[src/rtl/scan_addr_gen.sv]
// scan_addr_gen: steps a 3-bit channel select through the enabled channels of a mask,
// holding each for dwell+1 cycles, in single-sweep or continuous mode.
module scan_addr_gen #(
  parameter int DWELL_W = 8
) (
  input  logic               clk,
  input  logic               rst,
  input  logic               start,
  input  logic               stop,
  input  logic               mode,
  input  logic [7:0]         mask,
  input  logic [DWELL_W-1:0] dwell,
  output logic [2:0]         sel,
  output logic               sel_valid,
  output logic               busy,
  output logic               done
);
  typedef enum logic {IDLE, SCAN} state_t;
  state_t             state_q;
  logic [2:0]         sel_q;
  logic               sel_valid_q, busy_q, done_q, mode_q;
  logic [7:0]         mask_q;
  logic [DWELL_W-1:0] dwell_q, cnt_q;
  logic [2:0]         nxt_sel;
  logic               nxt_ok;
  function automatic logic [2:0] lowest(input logic [7:0] m);
    lowest = 3'd0;
    for (int i = 7; i >= 0; i--) if (m[i]) lowest = 3'(i);
  endfunction
  // Descending walk so the last hit is the nearest enabled channel above sel.
  always_comb begin
    nxt_ok  = 1'b0;
    nxt_sel = sel_q;
    for (int i = 7; i >= 0; i--)
      if (mask_q[i] && 3'(i) > sel_q) begin
        nxt_ok  = 1'b1;
        nxt_sel = 3'(i);
      end
  end
  always_ff @(posedge clk or posedge rst) begin
    if (rst) begin
      state_q     <= IDLE;
      sel_q       <= 3'd0;
      sel_valid_q <= 1'b0;
      busy_q      <= 1'b0;
      done_q      <= 1'b0;
      cnt_q       <= '0;
      mask_q      <= 8'd0;
      mode_q      <= 1'b0;
      dwell_q     <= '0;
    end else begin
      done_q <= 1'b0;
      if (state_q == IDLE) begin
        if (start && !stop) begin
          if (mask != 8'd0) begin
            mask_q      <= mask;
            mode_q      <= mode;
            dwell_q     <= dwell;
            cnt_q       <= dwell;
            sel_q       <= lowest(mask);
            sel_valid_q <= 1'b1;
            busy_q      <= 1'b1;
            state_q     <= SCAN;
          end else begin
            done_q <= 1'b1;
          end
        end
      end else if (stop) begin
        state_q     <= IDLE;
        sel_valid_q <= 1'b0;
        busy_q      <= 1'b0;
      end else if (cnt_q != '0) begin
        cnt_q <= cnt_q - 1'b1;
      end else if (nxt_ok || mode_q) begin
        sel_q <= nxt_ok ? nxt_sel : lowest(mask_q);
        cnt_q <= dwell_q;
      end else begin
        state_q     <= IDLE;
        sel_valid_q <= 1'b0;
        busy_q      <= 1'b0;
        done_q      <= 1'b1;
      end
    end
  end
  assign sel       = sel_q;
  assign sel_valid = sel_valid_q;
  assign busy      = busy_q;
  assign done      = done_q;
endmodule

[config.mk]
export PLATFORM = sky130hd
export DESIGN_NAME = scan_addr_gen
export DESIGN_NICKNAME = d
export VERILOG_FILES = /design/src/rtl/scan_addr_gen.sv
export SDC_FILE = /design/constraint.sdc
export NUM_CORES = 1
export LEC_CHECK = 0
export CORE_MARGIN = 2
export CORE_UTILIZATION = 35
export DETAILED_ROUTE_END_ITERATION = 16
export GPL_ROUTABILITY_DRIVEN = 1
export GPL_TIMING_DRIVEN = 0
export PLACE_DENSITY_LB_ADDON = 0.05
export REMOVE_ABC_BUFFERS = 1
export SETUP_SLACK_MARGIN = 0.5
export SYNTH_ARGS = -nofsm -noshare
export SYNTH_HDL_FRONTEND = slang
export SYNTH_SLANG_ARGS = --single-unit
[constraint.sdc]
create_clock -name clk -period 2.7 [get_ports clk]
set_clock_uncertainty 0.2 [all_clocks]
set_input_delay 0.27 -clock clk [delete_from_list [all_inputs] [get_ports clk]]
set_output_delay 0.27 -clock clk [all_outputs]
set_load 0.03 [all_outputs]
==> metrics.log <==
[metrics] RSZ-0062 raised after global routing: yes
[metrics] minimum clock period after layout: 2.247 ns
[metrics] largest net degree at the start of global routing: 32
[metrics] die span in y: 78.70 um
[metrics] status: complete, no violations
[metrics] number of vias per cell after detailed routing: 5.160
[metrics] Initial Util: 35.91%
[metrics] placer congestion estimate: 0.8446
[metrics] total wire length after detailed routing: 4963 um
[metrics] power density over the cells: 796.2 nW/um^2
[metrics] most numerous cell in the Yosys netlist: sky130_fd_sc_hd__dfrtp_1
[metrics] Warnings, synthesis: 0
[metrics] max-slew violations: 0
[metrics] Worst EP required: 2.70 ns
[metrics] final core area utilization: 50.70%
[metrics] Post-layout nets: 276
[metrics] number of flops mapped to enable cells by yosys: 0
[metrics] list of most frequent post-synthesis cells: sky130_fd_sc_hd__dfrtp_1, sky130_fd_sc_hd__nor2_1, sky130_fd_sc_hd__a21oi_1, sky130_fd_sc_hd__mux2_1, sky130_fd_sc_hd__nand2_1
[metrics] share of the synthesized area in the top cell type: 39.72%
[metrics] proportion of power drawn by combinational gates: 46.1%
[metrics] number of buffers inserted during clock tree synthesis: 5
[metrics] Total Routing Usage GR: 17.26%
[metrics] VDD IR max: 0.0003787 V
[metrics] static power due to leakage: 1.153 nW
[metrics] cell with the most instances on the worst path: sky130_fd_sc_hd__buf_4
[metrics] slowest stage delay, CP: 0.43 ns
[metrics] clock transition at the registers of the reported paths: 0.07 ns
[metrics] ordered list of cells on the worst path: buf_4 > nand3_1 > o21ai_2 > buf_4 > buf_4 > buf_4 > buf_4 > buf_4 > buf_4 > nor3_2 > or3_1 > o22ai_2 > mux2i_1
[metrics] mean post-synth cell area: 10.12 um^2
[metrics] Routed WL per cell: 15.22 um
[metrics] net switching power: 0.7953 mW
[metrics] number of routed nets with antenna violations: 0
[metrics] Total Power: 2.196 mW
[metrics] post-placement cell count: 282
[metrics] worst min-delay path category: input pin to asynchronous set/reset pin
[metrics] part of the total power dissipated in sequential elements: 35.3%
[metrics] share of cells above drive strength 1: 35.04%
[metrics] internal portion of total power: 1.400 mW
[metrics] die outline area: 6194 um^2
[metrics] P&R area growth vs syn: 41.19%
[metrics] wire length of the first global-routing pass: 8197 um
[metrics] number of buffers inserted by port buffering: 26
[metrics] count of vias placed by the detailed router: 1682
[metrics] Relative slew margins: 62.08%
[metrics] switching part of the total: 36.22%
[metrics] CTS tree: done
[metrics] Placeable Area: 5439 um^2
[metrics] total half-perimeter wirelength after legalization and detailed placement: 3030 um
[metrics] final total negative setup slack: 0 ns
[metrics] Std-Cell Rows: 27
[metrics] CTS HTree Levels: 2
[metrics] vias in the first global route: 1714
[metrics] ratio of final minimum period to clock period: 83.22%
[metrics] most common flop cell mapped by yosys: sky130_fd_sc_hd__dfrtp_1
[metrics] number of synthesized register bits: 31
[metrics] First DRT Iteration DRCs: 40
[metrics] instance count of the mapped netlist: 193
[metrics] critical path launch point type: flop
[metrics] most area-hungry cell type in the Yosys netlist: sky130_fd_sc_hd__dfrtp_1
[metrics] clock root cell: sky130_fd_sc_hd__clkbuf_8
[metrics] number of failing hold endpoints at the final stage: 0
[metrics] buffer depth of the longest clock path: 2
[metrics] count of filler cells inserted in the layout: 504
[metrics] number of non-filler instances in the completed layout: 326
[metrics] slowest CP cell: sky130_fd_sc_hd__dfrtp_2
[metrics] antenna cell count: 0
[metrics] cell area after synthesis: 1953 um^2
[metrics] number of setup violations in the final report: 0
[metrics] leading cell types by total area after synthesis: sky130_fd_sc_hd__dfrtp_1, sky130_fd_sc_hd__mux2_1, sky130_fd_sc_hd__mux2_4, sky130_fd_sc_hd__mux2_2, sky130_fd_sc_hd__a21oi_1
[metrics] Clk Latency, worst-skew pair: 0.28 ns
[metrics] f_max: 0.4451 GHz
[metrics] Remaining Overflow, GRT: 0
[metrics] slew of the pin with the lowest slew margin: 0.5688 ns
[metrics] Worst EP arrival: 2.25 ns
[metrics] sequential area share after synthesis: 39.72%
[metrics] DRC violation count after routing: 0
[metrics] Critical Path Sink Type: flop
[metrics] initial antenna violation count: 0
[metrics] worst-case hold slack: 0.03723 ns
[metrics] Pre-Repair DR Iteration Count: 4
[metrics] Async S/R FF share, synth: 100.0%
[metrics] clock share of power: 18.6%
[metrics] Max Cap Violations: 0
[metrics] crit path max fanout: 3
[metrics] overall die width: 78.70 um
[metrics] number of distinct standard cells referenced by the synthesized netlist: 51
[metrics] I/O pins: 27
[metrics] type of the worst setup path: flop to flop
[metrics] TritonCTS Sinks: 31
cell families (layout without fill, tap and decap cells):
kind of cell	after synthesis	count (layout)	share of synthesized area, %
xor+xnor	4	4	1.794
mux	29	29	18.00
flops	31	31	39.72
buf+inv	19	79	4.612
compound gates	50	50	17.49
fa+ha+maj	2	2	1.281
simple gates	58	59	17.10
path summary, 6_finish.rpt:
path	from	end	slack [ns]	cells past startpoint
hold / removal	rst	cnt_q[4]	0.04	2
setup reg to reg	sel[0]	sel[1]	0.45	13
max in group asynchronous	rst	sel[0]	1.83	3
setup / recovery	sel[0]	sel[1]	0.45	13
hold reg to reg	dwell_q[3]	dwell_q[3]	0.29	1
min in group clk	dwell_q[3]	dwell_q[3]	0.29	1
repair_timing:
action,in CTS,in global routing
gates cloned,1,0
hold buffers,0,0
gates resized for setup,17,10
endpoints found under the setup margin,31,26
setup buffers,31,3
pin swaps,9,6
critical path, delay by kind of cell, from the launching register on:
family,cells,cell delay (ns)
AO/OA/AOI/OAI,2,0.13
AND/OR/NAND/NOR,3,0.38
flip-flops,1,0.43
buffers and inverters,7,0.88
multiplexers,1,0.14
state kept, by name, indices dropped and copies added (netlist names):
register / count
busy: 1
dwell_q: 8
mask_q: 8
cnt_q: 8
sel: 3
state_q: 1
done: 1
mode_q: 1
through the flow:
stage | instance area [um^2] | worst slack, ns
2_1_floorplan | 1901 | 0.2827
3_3_place_gp | 2251 | -0.5859
3_5_place_dp | 2251 | -0.6363
4_1_cts | 2663 | 0.4803
5_1_grt | 2758 | 0.3591
6_report | 2758 | 0.4531
placed cells by master (no fill, tap or decap), types with 4 or more instances in the layout:
master                             n
sky130_fd_sc_hd__nor2_1           16
sky130_fd_sc_hd__o21ai_0           8
sky130_fd_sc_hd__a21oi_1          15
sky130_fd_sc_hd__xnor2_1           4
sky130_fd_sc_hd__buf_4            32
sky130_fd_sc_hd__clkdlybuf4s50_1  26
sky130_fd_sc_hd__clkbuf_8          7
sky130_fd_sc_hd__dfrtp_1          26
sky130_fd_sc_hd__mux2_1           10
sky130_fd_sc_hd__inv_1             6
sky130_fd_sc_hd__mux2_4            9
sky130_fd_sc_hd__mux2_2            9
sky130_fd_sc_hd__nand2b_1          5
sky130_fd_sc_hd__nand2_1          11
sky130_fd_sc_hd__dfrtp_2           5
metal layers:
layer	track usage (%)	vias to the layer above	wire length, um
met5	0	-	0
met1	19.45	808	2052
met4	7.544	0	121
met2	31.20	47	2624
met3	3.750	12	165
li1	-	815	-
cell type report:
class                      instances  area (um^2)  area share [%]
clock buffer                       8        100.1           3.630
multi-input combinational        144         1196           43.38
tap                               72        90.09           3.267
sequential                        31        782.0           28.36
timing repair buffer              61        551.8           20.01
inverter                          10        37.54           1.361
power by group through the flow:
stage / clock (mW) / combinational [mW] / sequential, mW
6_report: 0.409 / 1.01 / 0.774
5_1_grt: 0.454 / 1.10 / 0.795
4_1_cts: 0.427 / 0.939 / 0.773
3_5_place_dp: 0 / 0.697 / 0.796
3_3_place_gp: 0 / 0.691 / 0.791
2_1_floorplan: 0 / 0.486 / 0.795
Power figures use the tool's default switching activity.
